File: src/rtl/vga_scan_generator.sv
// Raster scan generator: pixel-rate enable, DrawX/DrawY counters, active-low syncs,
// blanking and line/frame start pulses, all registered and coherent with the counters.
module vga_scan_generator #(
    parameter int H_VISIBLE = 640,
    parameter int H_FRONT   = 16,
    parameter int H_SYNC    = 96,
    parameter int H_BACK    = 48,
    parameter int V_VISIBLE = 480,
    parameter int V_FRONT   = 10,
    parameter int V_SYNC    = 2,
    parameter int V_BACK    = 33,
    parameter int CLK_DIV   = 2
) (
    input  logic       Clk,
    input  logic       Reset,
    output logic       pixel_en,
    output logic       hs,
    output logic       vs,
    output logic       blank_n,
    output logic       line_start,
    output logic       frame_start,
    output logic [9:0] DrawX,
    output logic [9:0] DrawY
);

    localparam int H_TOTAL  = H_VISIBLE + H_FRONT + H_SYNC + H_BACK;
    localparam int V_TOTAL  = V_VISIBLE + V_FRONT + V_SYNC + V_BACK;
    localparam int HS_START = H_VISIBLE + H_FRONT;
    localparam int HS_END   = H_VISIBLE + H_FRONT + H_SYNC;
    localparam int VS_START = V_VISIBLE + V_FRONT;
    localparam int VS_END   = V_VISIBLE + V_FRONT + V_SYNC;
    localparam int DIV_W    = (CLK_DIV > 1) ? $clog2(CLK_DIV) : 1;

    localparam logic [DIV_W-1:0] DIV_LAST = DIV_W'(CLK_DIV - 1);
    localparam logic [9:0]       H_LAST   = 10'(H_TOTAL - 1);
    localparam logic [9:0]       V_LAST   = 10'(V_TOTAL - 1);

    logic [DIV_W-1:0] div_q, div_d;
    logic [9:0]       x_q, x_d, y_q, y_d;
    logic             hs_q, vs_q, blank_n_q, line_q, frame_q;
    logic             pix, x_wrap, y_wrap;

    // Range test done in int so a window end of 1024 cannot overflow 10 bits.
    function automatic logic in_range(input logic [9:0] v, input int lo, input int hi);
        return (int'(v) >= lo) && (int'(v) < hi);
    endfunction

    always_comb begin
        pix    = (div_q == DIV_LAST);
        div_d  = pix ? '0 : div_q + 1'b1;
        x_wrap = pix && (x_q == H_LAST);
        y_wrap = x_wrap && (y_q == V_LAST);
        x_d    = x_q;
        y_d    = y_q;
        if (pix) begin
            x_d = x_wrap ? 10'd0 : x_q + 10'd1;
            if (x_wrap) begin
                y_d = y_wrap ? 10'd0 : y_q + 10'd1;
            end
        end
    end

    // Sync/blank are derived from the next counter values so they land together.
    always_ff @(posedge Clk) begin
        if (Reset) begin
            div_q     <= '0;
            x_q       <= 10'd0;
            y_q       <= 10'd0;
            hs_q      <= 1'b1;
            vs_q      <= 1'b1;
            blank_n_q <= 1'b1;
            line_q    <= 1'b0;
            frame_q   <= 1'b0;
        end else begin
            div_q     <= div_d;
            x_q       <= x_d;
            y_q       <= y_d;
            hs_q      <= ~in_range(x_d, HS_START, HS_END);
            vs_q      <= ~in_range(y_d, VS_START, VS_END);
            blank_n_q <= in_range(x_d, 0, H_VISIBLE) && in_range(y_d, 0, V_VISIBLE);
            line_q    <= x_wrap;
            frame_q   <= y_wrap;
        end
    end

    assign pixel_en    = pix;
    assign hs          = hs_q;
    assign vs          = vs_q;
    assign blank_n     = blank_n_q;
    assign line_start  = line_q;
    assign frame_start = frame_q;
    assign DrawX       = x_q;
    assign DrawY       = y_q;

endmodule
File: config.mk
export PLATFORM = sky130hd
export DESIGN_NAME = vga_scan_generator
export DESIGN_NICKNAME = d
export VERILOG_FILES = /design/src/rtl/vga_scan_generator.sv
export SDC_FILE = /design/constraint.sdc
export NUM_CORES = 1
export LEC_CHECK = 0
export CORE_AREA = 2 2 55 57
export DETAILED_ROUTE_END_ITERATION = 10
export DIE_AREA = 0 0 57 59
export MAX_ROUTING_LAYER = met4
export PLACE_DENSITY = 0.79
export SLEW_MARGIN = 20
export SYNTH_ARGS = -nofsm -noshare
export SYNTH_HDL_FRONTEND = slang
export SYNTH_SLANG_ARGS = --single-unit
File: constraint.sdc
create_clock -name Clk -period 2.3 [get_ports Clk]
set_clock_uncertainty 0.1 [all_clocks]
set_input_delay 0.69 -clock Clk [delete_from_list [all_inputs] [get_ports Clk]]
set_output_delay 0.69 -clock Clk [all_outputs]
set_load 0.02 [all_outputs]
==> results of run 1 <==
==> repair_timing <==
item                       CTS  global route
resized for setup            2            13
setup endpoints to repair    2            12
buffers inserted             0             0
hold buffers                 0             0
==> power by group through the flow <==
stage / sequential (W) / clock [W] / combinational (W)
finish: 0.000456 / 0.000240 / 0.0000456
global route: 0.000457 / 0.000254 / 0.0000488
CTS: 0.000457 / 0.000243 / 0.0000454
detailed placement: 0.000466 / 0 / 0.0000454
global placement: 0.000466 / 0 / 0.0000445
floorplan: 0.000473 / 0 / 0.0000162
==> routing by layer <==
| layer | share of wire, % | wire length, µm | up-vias |
|---|---|---|---|
| met4 | 1.0 | 36 | 0 |
| met1 | 45 | 1530 | 647 |
| li1 | - | - | 649 |
| met3 | 4.9 | 168 | 4 |
| met5 | 0 | 0 | - |
| met2 | 49 | 1700 | 38 |
==> critical path, cell delays in order (launching register included) <==
cell	delay, ns
dfxtp_1	0.38
buf_4	0.15
clkdlybuf4s50_1	0.62
==> flip-flops by register name (all words and copies together) (netlist names) <==
signal / flops
DrawX: 10
DrawY: 10
blank_n: 1
frame_start: 1
hs: 1
line_start: 1
pixel_en: 1
vs: 1
==> cell type report <==
type / count / area (µm²) / share of cell area (%)
inverters: 6 / 22.5 / 1.28
repair buffers: 41 / 384 / 21.8
clock buffers: 4 / 36.3 / 2.06
multi-input cells: 120 / 753 / 42.7
well taps: 31 / 38.8 / 2.20
flip-flops and latches: 26 / 528 / 30.0
==> logic make-up (layout without fill, tap and decap cells) <==
| group | count (synthesis) | count (layout) | synth area share, % |
|---|---|---|---|
| AO/OA/AOI/OAI | 28 | 28 | 13.5 |
| XOR/XNOR | 11 | 11 | 7.30 |
| adder cells (fa/ha/maj) | 3 | 3 | 2.84 |
| buffers and inverters | 12 | 51 | 4.27 |
| flip-flops | 26 | 26 | 39.4 |
| multiplexers | 1 | 1 | 0.758 |
| AND/OR/NAND/NOR | 77 | 77 | 31.9 |
==> through the flow <==
| stage | cells | util [%] | power (W) | setup TNS [ns] | setup slack, ns |
|---|---|---|---|---|---|
| floorplan | 158 | - | 0.000489 | 0 | 0.0756 |
| global placement | 224 | 62.7 | 0.000511 | 0 | 0.216 |
| detailed placement | 224 | 62.7 | 0.000512 | 0 | 0.110 |
| CTS | 228 | 64.1 | 0.000745 | 0 | 0.0141 |
| global route | 228 | 65.1 | 0.000760 | -0.0118 | -0.0118 |
| finish | 228 | 65.1 | 0.000742 | 0 | 0.0354 |
==> how the worst max path moves through the flow <==
stage / slack (ns) / start / cells past startpoint / endpoint
finish: 0.04 / DrawX[2] / 2 / DrawX[2]
global route: -0.01 / DrawY[1] / 7 / vs
CTS: 0.01 / DrawY[2] / 1 / DrawY[2]
detailed placement: 0.11 / DrawX[7] / 7 / blank_n
global placement: 0.22 / DrawX[7] / 7 / blank_n
floorplan: 0.08 / DrawX[0] / 8 / vs
==> cell usage in the layout (no fill, tap or decap), types with 7 or more instances in the layout <==
cell type,instances
a21oi_1,7
buf_4,14
clkdlybuf4s50_1,22
dfxtp_1,20
nand2_1,14
nand3_1,7
nand4_1,9
nor2_1,20
nor3_1,8
o21ai_0,7
xor2_1,8
==> results.yml, run 1 <==
setup_path:
  end_kind: "output port"
  critical_path.reg2reg.startpoint: "DrawX[7]"
  r2r_end: "vs"
  crit_fanout: 5
  critical_path_class: "reg -> out"
  cp_data_arrival_time_ns: 1.47
  start_kind: "register"
  rr_worst_depth: 6
  regToRegSetupSlack_ns: 0.19
  required_ns: 1.51
yosys:
  mappedNetlistArea_mm2: 0.00132
  yosysWarnings: 0
  yosysTopAreaCell: "dfxtp_1"
  synth_edf_count: 0
  yosysMostFrequentCell: "dfxtp_1"
  synth_fp_nets: 163
  ys_top_cells_by_count: "dfxtp_1, nor2_1, nand2_1"
  synthTopCellsByArea: "dfxtp_1, nor2_1, xor2_1"
  synth_seq_cells: 26
  synth_top_area_share_pct: 39.4
  synth_cells: 158
  syn_area_per_cell_um2: 8.35
  ys_seq_area_share_pct: 39.4
  yosys.cell_types.count: 37
  async_flop_share_pct: 0
  synthFlopType: "dfxtp_1"
global_route:
  grt_util_met2_pct: 36.9
  use_met3_pct: 5.02
  grt_util_met1_pct: 27.5
  grt_max_degree: 15
  track_usage_pct: 22.2
  antenna_found_initial: 0
  grt_pass1_vias: 1219
  busiest_layer: "met2"
  grt_pass1_wl_mm: 5.67
  grt.overflow.total: 0
pwr:
  leakagePower_nw: 0.702
  ir_worst_vdd_v: 0.000382
  p_seq_share_pct: 61.5
  p_int_w: 0.000571
  power.switching_w: 0.000171
  combPwrFrac_pct: 6.1
  power.density_mw_per_mm2: 421
  switching_share_pct: 23.1
  clkPwrFrac_pct: 32.3
timing:
  timing.fmax_mhz: 442
  fin_crit_sh_pct: 98.5
  worst_slew_pin_slew_ns: 0.420
  maxSlewHeadroom_pct: 71.8
  rsz0062_at_grt: "yes"
  finalMaxSlewViolations: 0
  finalSetupViolations: 0
  hold_viol: 0
  worst_hold_slack_ns: 0.456
  period_needed_ns: 2.26
route:
  wl_mm: 3.43
  dr.first_iter.drc_count: 49
  ant_nets: 0
  drcViolationCount: 0
  dr_total_vias: 1338
  first_pass_iters: 4
  routed_via_density: 5.87
  wl_per_cell_um: 15.1
clock_network:
  clock-sinks: 26
  numCtsBuffers: 3
  cts_tree: "built"
  clk_latency_ns: 0.33
  ctsHtreeMaxLevel: 1
  cts-root-buf: "clkbuf_4"
  cts_buffer_depth: 2
  clk_pin_slew_ns: 0.15
placement:
  dpl.hpwl_mm: 2.57
  gp_congestion: 0.925
  io_buffers: 27
  placed_area_mm2: 0.00170
status:
  status: "complete, no violations"
floorplan:
  start_util_pct: 48.7
  fp.dieH_um: 59
  rows: 19
  die_x_um: 57
  core_mm2: 0.00271
  num_io_pins: 28
  fp.dieArea_mm2: 0.00336
finish:
  layout-drive-gt1-share_pct: 15.7
  nFillCells: 238
  area_growth_syn_to_layout_pct: 33.6
  diodes: 0
  final_cell_area_mm2: 0.00176
  nets: 203
job:
  maxCapViolCount: 0
hold_path:
  worstHoldEndpoint: "DrawX[4]"
  min-delay-start: "DrawX[4]"
  hold_depth: 2
  min_path_type: "reg -> reg"
Note: power is estimated with default switching activity, not from simulation.
==> run 2, diff against run 1 <==
--- a/config.mk
+++ b/config.mk
@@ -10,6 +10,7 @@
 export DIE_AREA = 0 0 57 59
 export MAX_ROUTING_LAYER = met4
 export PLACE_DENSITY = 0.79
+export SETUP_SLACK_MARGIN = 0.15
 export SLEW_MARGIN = 20
 export SYNTH_ARGS = -nofsm -noshare
 export SYNTH_HDL_FRONTEND = slang
==> results.yml, run 2 (synthesis gave the netlist of run 1 again) <==
timing:
  hold_viol: 0
  period_needed_ns: 2.09
  fin_crit_sh_pct: 90.9
  worst_slew_pin_slew_ns: 0.364
  maxSlewHeadroom_pct: 75.5
  setup_tns_ns: 0
  timing.fmax_mhz: 478
  rsz0062_at_grt: "no"
  worst_hold_slack_ns: 0.423
  finalMaxSlewViolations: 0
  finalSetupViolations: 0
clock_network:
  holdBufCountCts: 0
  clk_latency_ns: 0.33
  cts_buffer_depth: 2
  clock-sinks: 26
  clk_pin_slew_ns: 0.14
  ctsHtreeMaxLevel: 1
  cts-root-buf: "clkbuf_4"
  numCtsBuffers: 3
  cts_tree: "built"
route:
  wl_met3_um: 132
  wl_mm: 3.26
  drcViolationCount: 0
  ant_nets: 0
  dr.first_iter.drc_count: 62
  dr.max_layer_used: "met4"
  drt-met1-wl_mm: 1.54
  routed_via_density: 5.83
  dr_total_vias: 1318
  first_pass_iters: 4
  wl_per_cell_um: 14.4
  wl_met2_mm: 1.55
pwr:
  power.density_mw_per_mm2: 419
  leakagePower_nw: 0.774
  ir_worst_vdd_v: 0.000434
placement:
  gp_congestion: 0.886
  dpl.hpwl_mm: 2.37
  io_buffers: 27
finish:
  layout_common_cells: "nor2_1, dfxtp_1, dlygate4sd2_1, nand2_1, buf_4"
  nFillCells: 255
  area_growth_syn_to_layout_pct: 33.4
  layout_commonest_cell: "nor2_1"
  nets: 201
  diodes: 0
  final_util_pct: 65.0
  layout-drive-gt1-share_pct: 16.4
global_route:
  grt_pass1_vias: 1207
  antenna_found_initial: 0
  grt.overflow.total: 0
  track_usage_pct: 21.1
  grt_pass1_wl_mm: 5.36
  grt_max_degree: 15
job:
  maxCapViolCount: 0
setup_path:
  cp_data_arrival_time_ns: 1.30
  critical_path_class: "reg -> out"
  crit_chain: "clkdlybuf4s50_1"
  critical-path-slowest-cell: "clkdlybuf4s50_1"
  required_ns: 1.51
  end_kind: "output port"
  critPathMaxStageDelay_ns: 0.62
  crit_fanout: 1
  path_delay_family: "buffers and inverters"
  crit_buf_inv: 1
  start_kind: "register"
floorplan:
  die_x_um: 57
  start_util_pct: 48.7
  core_mm2: 0.00271
  fp.dieArea_mm2: 0.00336
  fp.dieH_um: 59
  num_io_pins: 28
  rows: 19
status:
  status: "complete, no violations"
hold_path:
  min_path_type: "reg -> reg"
[run 2: cell types whose count changed in the layout (fill, tap and decap cells not counted), sizes merged]
cell           before  now
clkdlybuf4s50      22    6
dlygate4sd2         1   17
buf                14   12
[run 2: path summary, 6_finish.rpt]
check	slack [ns]	depth (start not counted)	start	endpoint
worst max-delay path	0.21	1	vs	vs
worst min-delay path	0.42	2	DrawX[1]	DrawX[1]
worst max register to register	0.22	7	DrawX[0]	DrawY[4]
worst min register to register	0.42	2	DrawX[1]	DrawX[1]
[run 2: timing repair]
action,in CTS,in global routing
buffers inserted,1,1
pin swaps,0,3
resized for setup,25,13
cloned,0,0
endpoints found under the setup margin,24,10
[run 2: final cells by class]
cell class | instances | area (µm²) | share of cell area, %
Tap cell | 31 | 38.8 | 2.20
Clock buffer | 4 | 36.3 | 2.06
Timing Repair Buffer | 39 | 357 | 20.3
Inverter | 6 | 22.5 | 1.28
Sequential cell | 26 | 534 | 30.3
Multi-Input combinational cell | 120 | 772 | 43.9
[run 2: metal layers]
metal	track usage, %	vias to the layer above
met5	-	-
met4	8.97	0
met3	2.62	4
met2	33.2	45
met1	27.5	623
li1	-	646
[run 2: through the flow]
step | worst slack (ns) | cell area, µm² | std cells | total power, W
after CTS | 0.104 | 1710 | 225 | 0.000738
after detailed placement | 0.0389 | 1670 | 220 | 0.000508
after global routing | 0.129 | 1760 | 226 | 0.000763
after floorplan | 0.190 | 1320 | 158 | 0.000490
final | 0.210 | 1760 | 226 | 0.000738
after global placement | 0.179 | 1670 | 220 | 0.000507
[run 2: power breakdown]
| part | switching (W) | internal, W | total, W |
|---|---|---|---|
| combinational | 0.0000229 | 0.0000178 | 0.0000407 |
| clock | 0.000142 | 0.0000969 | 0.000239 |
| sequential | 0.00000487 | 0.000454 | 0.000459 |
| total | 0.000169 | 0.000569 | 0.000738 |
==> run 3, diff against run 2 <==
--- a/config.mk
+++ b/config.mk
@@ -5,11 +5,12 @@
 export SDC_FILE = /design/constraint.sdc
 export NUM_CORES = 1
 export LEC_CHECK = 0
-export CORE_AREA = 2 2 55 57
+export CORE_AREA = 2 2 54 56
+export CTS_BUF_LIST = sky130_fd_sc_hd__clkbuf_8
 export DETAILED_ROUTE_END_ITERATION = 10
-export DIE_AREA = 0 0 57 59
+export DIE_AREA = 0 0 56 58
 export MAX_ROUTING_LAYER = met4
-export PLACE_DENSITY = 0.79
+export PLACE_DENSITY = 0.81
 export SETUP_SLACK_MARGIN = 0.15
 export SLEW_MARGIN = 20
 export SYNTH_ARGS = -nofsm -noshare
==> results.yml, run 3 (synthesis gave the netlist of run 1 again) <==
timing:
  hold_viol: 0
  worst_slew_pin_slew_ns: 0.311
  fin_crit_sh_pct: 90.2
  timing.fmax_mhz: 482
  maxSlewHeadroom_pct: 79.1
  period_needed_ns: 2.07
  finalSetupViolations: 0
  setup_tns_ns: 0
  finalWorstSetupSlack_ns: 0.226
  rsz0062_at_grt: "yes"
  finalMaxSlewViolations: 0
setup_path:
  critPathMaxStageDelay_ns: 0.62
  rr_worst_depth: 6
  critical_path.reg2reg.startpoint: "DrawX[7]"
  critical-path-slowest-cell: "clkdlybuf4s50_1"
  worstSetupStartpoint: "DrawX[9]"
  crit_fanout: 4
  required_ns: 1.51
  critical_path_class: "reg -> out"
  crit_chain: "clkdlybuf4s50_1"
  crit_buf_inv: 1
  cp_data_arrival_time_ns: 1.28
  start_kind: "register"
  end_kind: "output port"
  path_delay_family: "buffers and inverters"
  critical_path_depth: 1
route:
  first_pass_iters: 4
  ant_nets: 0
  wl_per_cell_um: 14.1
  drcViolationCount: 0
  routed_via_density: 5.90
  wl_mm: 3.19
  dr.first_iter.drc_count: 30
  dr_total_vias: 1339
placement:
  io_buffers: 27
  dpl.hpwl_mm: 2.25
  dp_cells: 221
  place_worst_setup_slack_ns: 0.0851
  gp_congestion: 0.912
floorplan:
  start_util_pct: 49.6
  fp.dieH_um: 58
  rows: 19
  num_io_pins: 28
  core_mm2: 0.00266
  fp.dieArea_mm2: 0.00325
  die_x_um: 56
global_route:
  track_usage_pct: 21.0
  grt_max_degree: 15
  grt_pass1_wl_mm: 5.28
  grt.overflow.total: 0
  antenna_found_initial: 0
  grt_pass1_vias: 1214
clock_network:
  cts_buffer_depth: 2
  numCtsBuffers: 3
  clk_latency_ns: 0.27
  holdBufCountCts: 0
  ctsHtreeMaxLevel: 1
  clk_pin_slew_ns: 0.09
  cts_tree: "built"
  clock-sinks: 26
  cts-root-buf: "clkbuf_8"
finish:
  layout_common_cells: "dfxtp_1, nor2_1, nand2_1, buf_4, dlygate4sd2_1"
  layout_commonest_cell: "dfxtp_1"
  area_growth_syn_to_layout_pct: 35.8
  nets: 202
  nFillCells: 228
  layout-drive-gt1-share_pct: 14.8
  layout.cells.non_filler: 227
  diodes: 0
hold_path:
  min_path_type: "reg -> reg"
  min-delay-start: "DrawX[1]"
  hold_depth: 2
status:
  status: "complete, no violations"
pwr:
  power_w: 0.000792
  power.density_mw_per_mm2: 441
  ir_worst_vdd_v: 0.000341
  leakagePower_nw: 0.809
job:
  maxCapViolCount: 0
[run 3: area by class of cell]
class	instances	area (µm²)	area share, %
clock buffer	4	55.1	3.07
tap	31	38.8	2.16
inverter	6	22.5	1.26
multi-input combinational	121	786	43.8
sequential	26	527	29.4
timing repair buffer	39	364	20.3
[run 3: where the power goes]
| part | switching, W | internal (W) | leakage (nW) | total, W |
|---|---|---|---|---|
| Sequential | 0.00000537 | 0.000454 | 0.212 | 0.000459 |
| Combinational | 0.0000228 | 0.0000180 | 0.569 | 0.0000408 |
| Clock | 0.000138 | 0.000153 | 0.0288 | 0.000291 |
| Total | 0.000167 | 0.000625 | 0.809 | 0.000792 |
[run 3: metal layers]
| layer | global-route usage [%] | routed length (µm) |
|---|---|---|
| met4 | 9.86 | 48 |
| met3 | 4.24 | 178 |
| met5 | - | 0 |
| met2 | 32.3 | 1510 |
| met1 | 26.8 | 1460 |
[run 3: repair_timing]
action | in CTS | in global routing
endpoints found under the setup margin | 14 | 10
setup buffers | 0 | 1
pin swaps | 0 | 3
resized for setup | 13 | 15
gates cloned | 0 | 1
[run 3: final timing paths]
kind / slack, ns / to
worst min-delay path: 0.43 / DrawX[1]
worst min register to register: 0.43 / DrawX[1]
worst max-delay path: 0.23 / DrawX[9]
worst max register to register: 0.23 / vs
[run 3: stage by stage]
step	hold WS [ns]	utilization, %	area [µm²]
2_1_floorplan	0.413	-	1320
3_3_place_gp	0.377	63.1	1680
3_5_place_dp	0.401	63.1	1680
4_1_cts	0.425	64.8	1720
5_1_grt	0.488	67.3	1790
6_report	0.432	67.3	1790
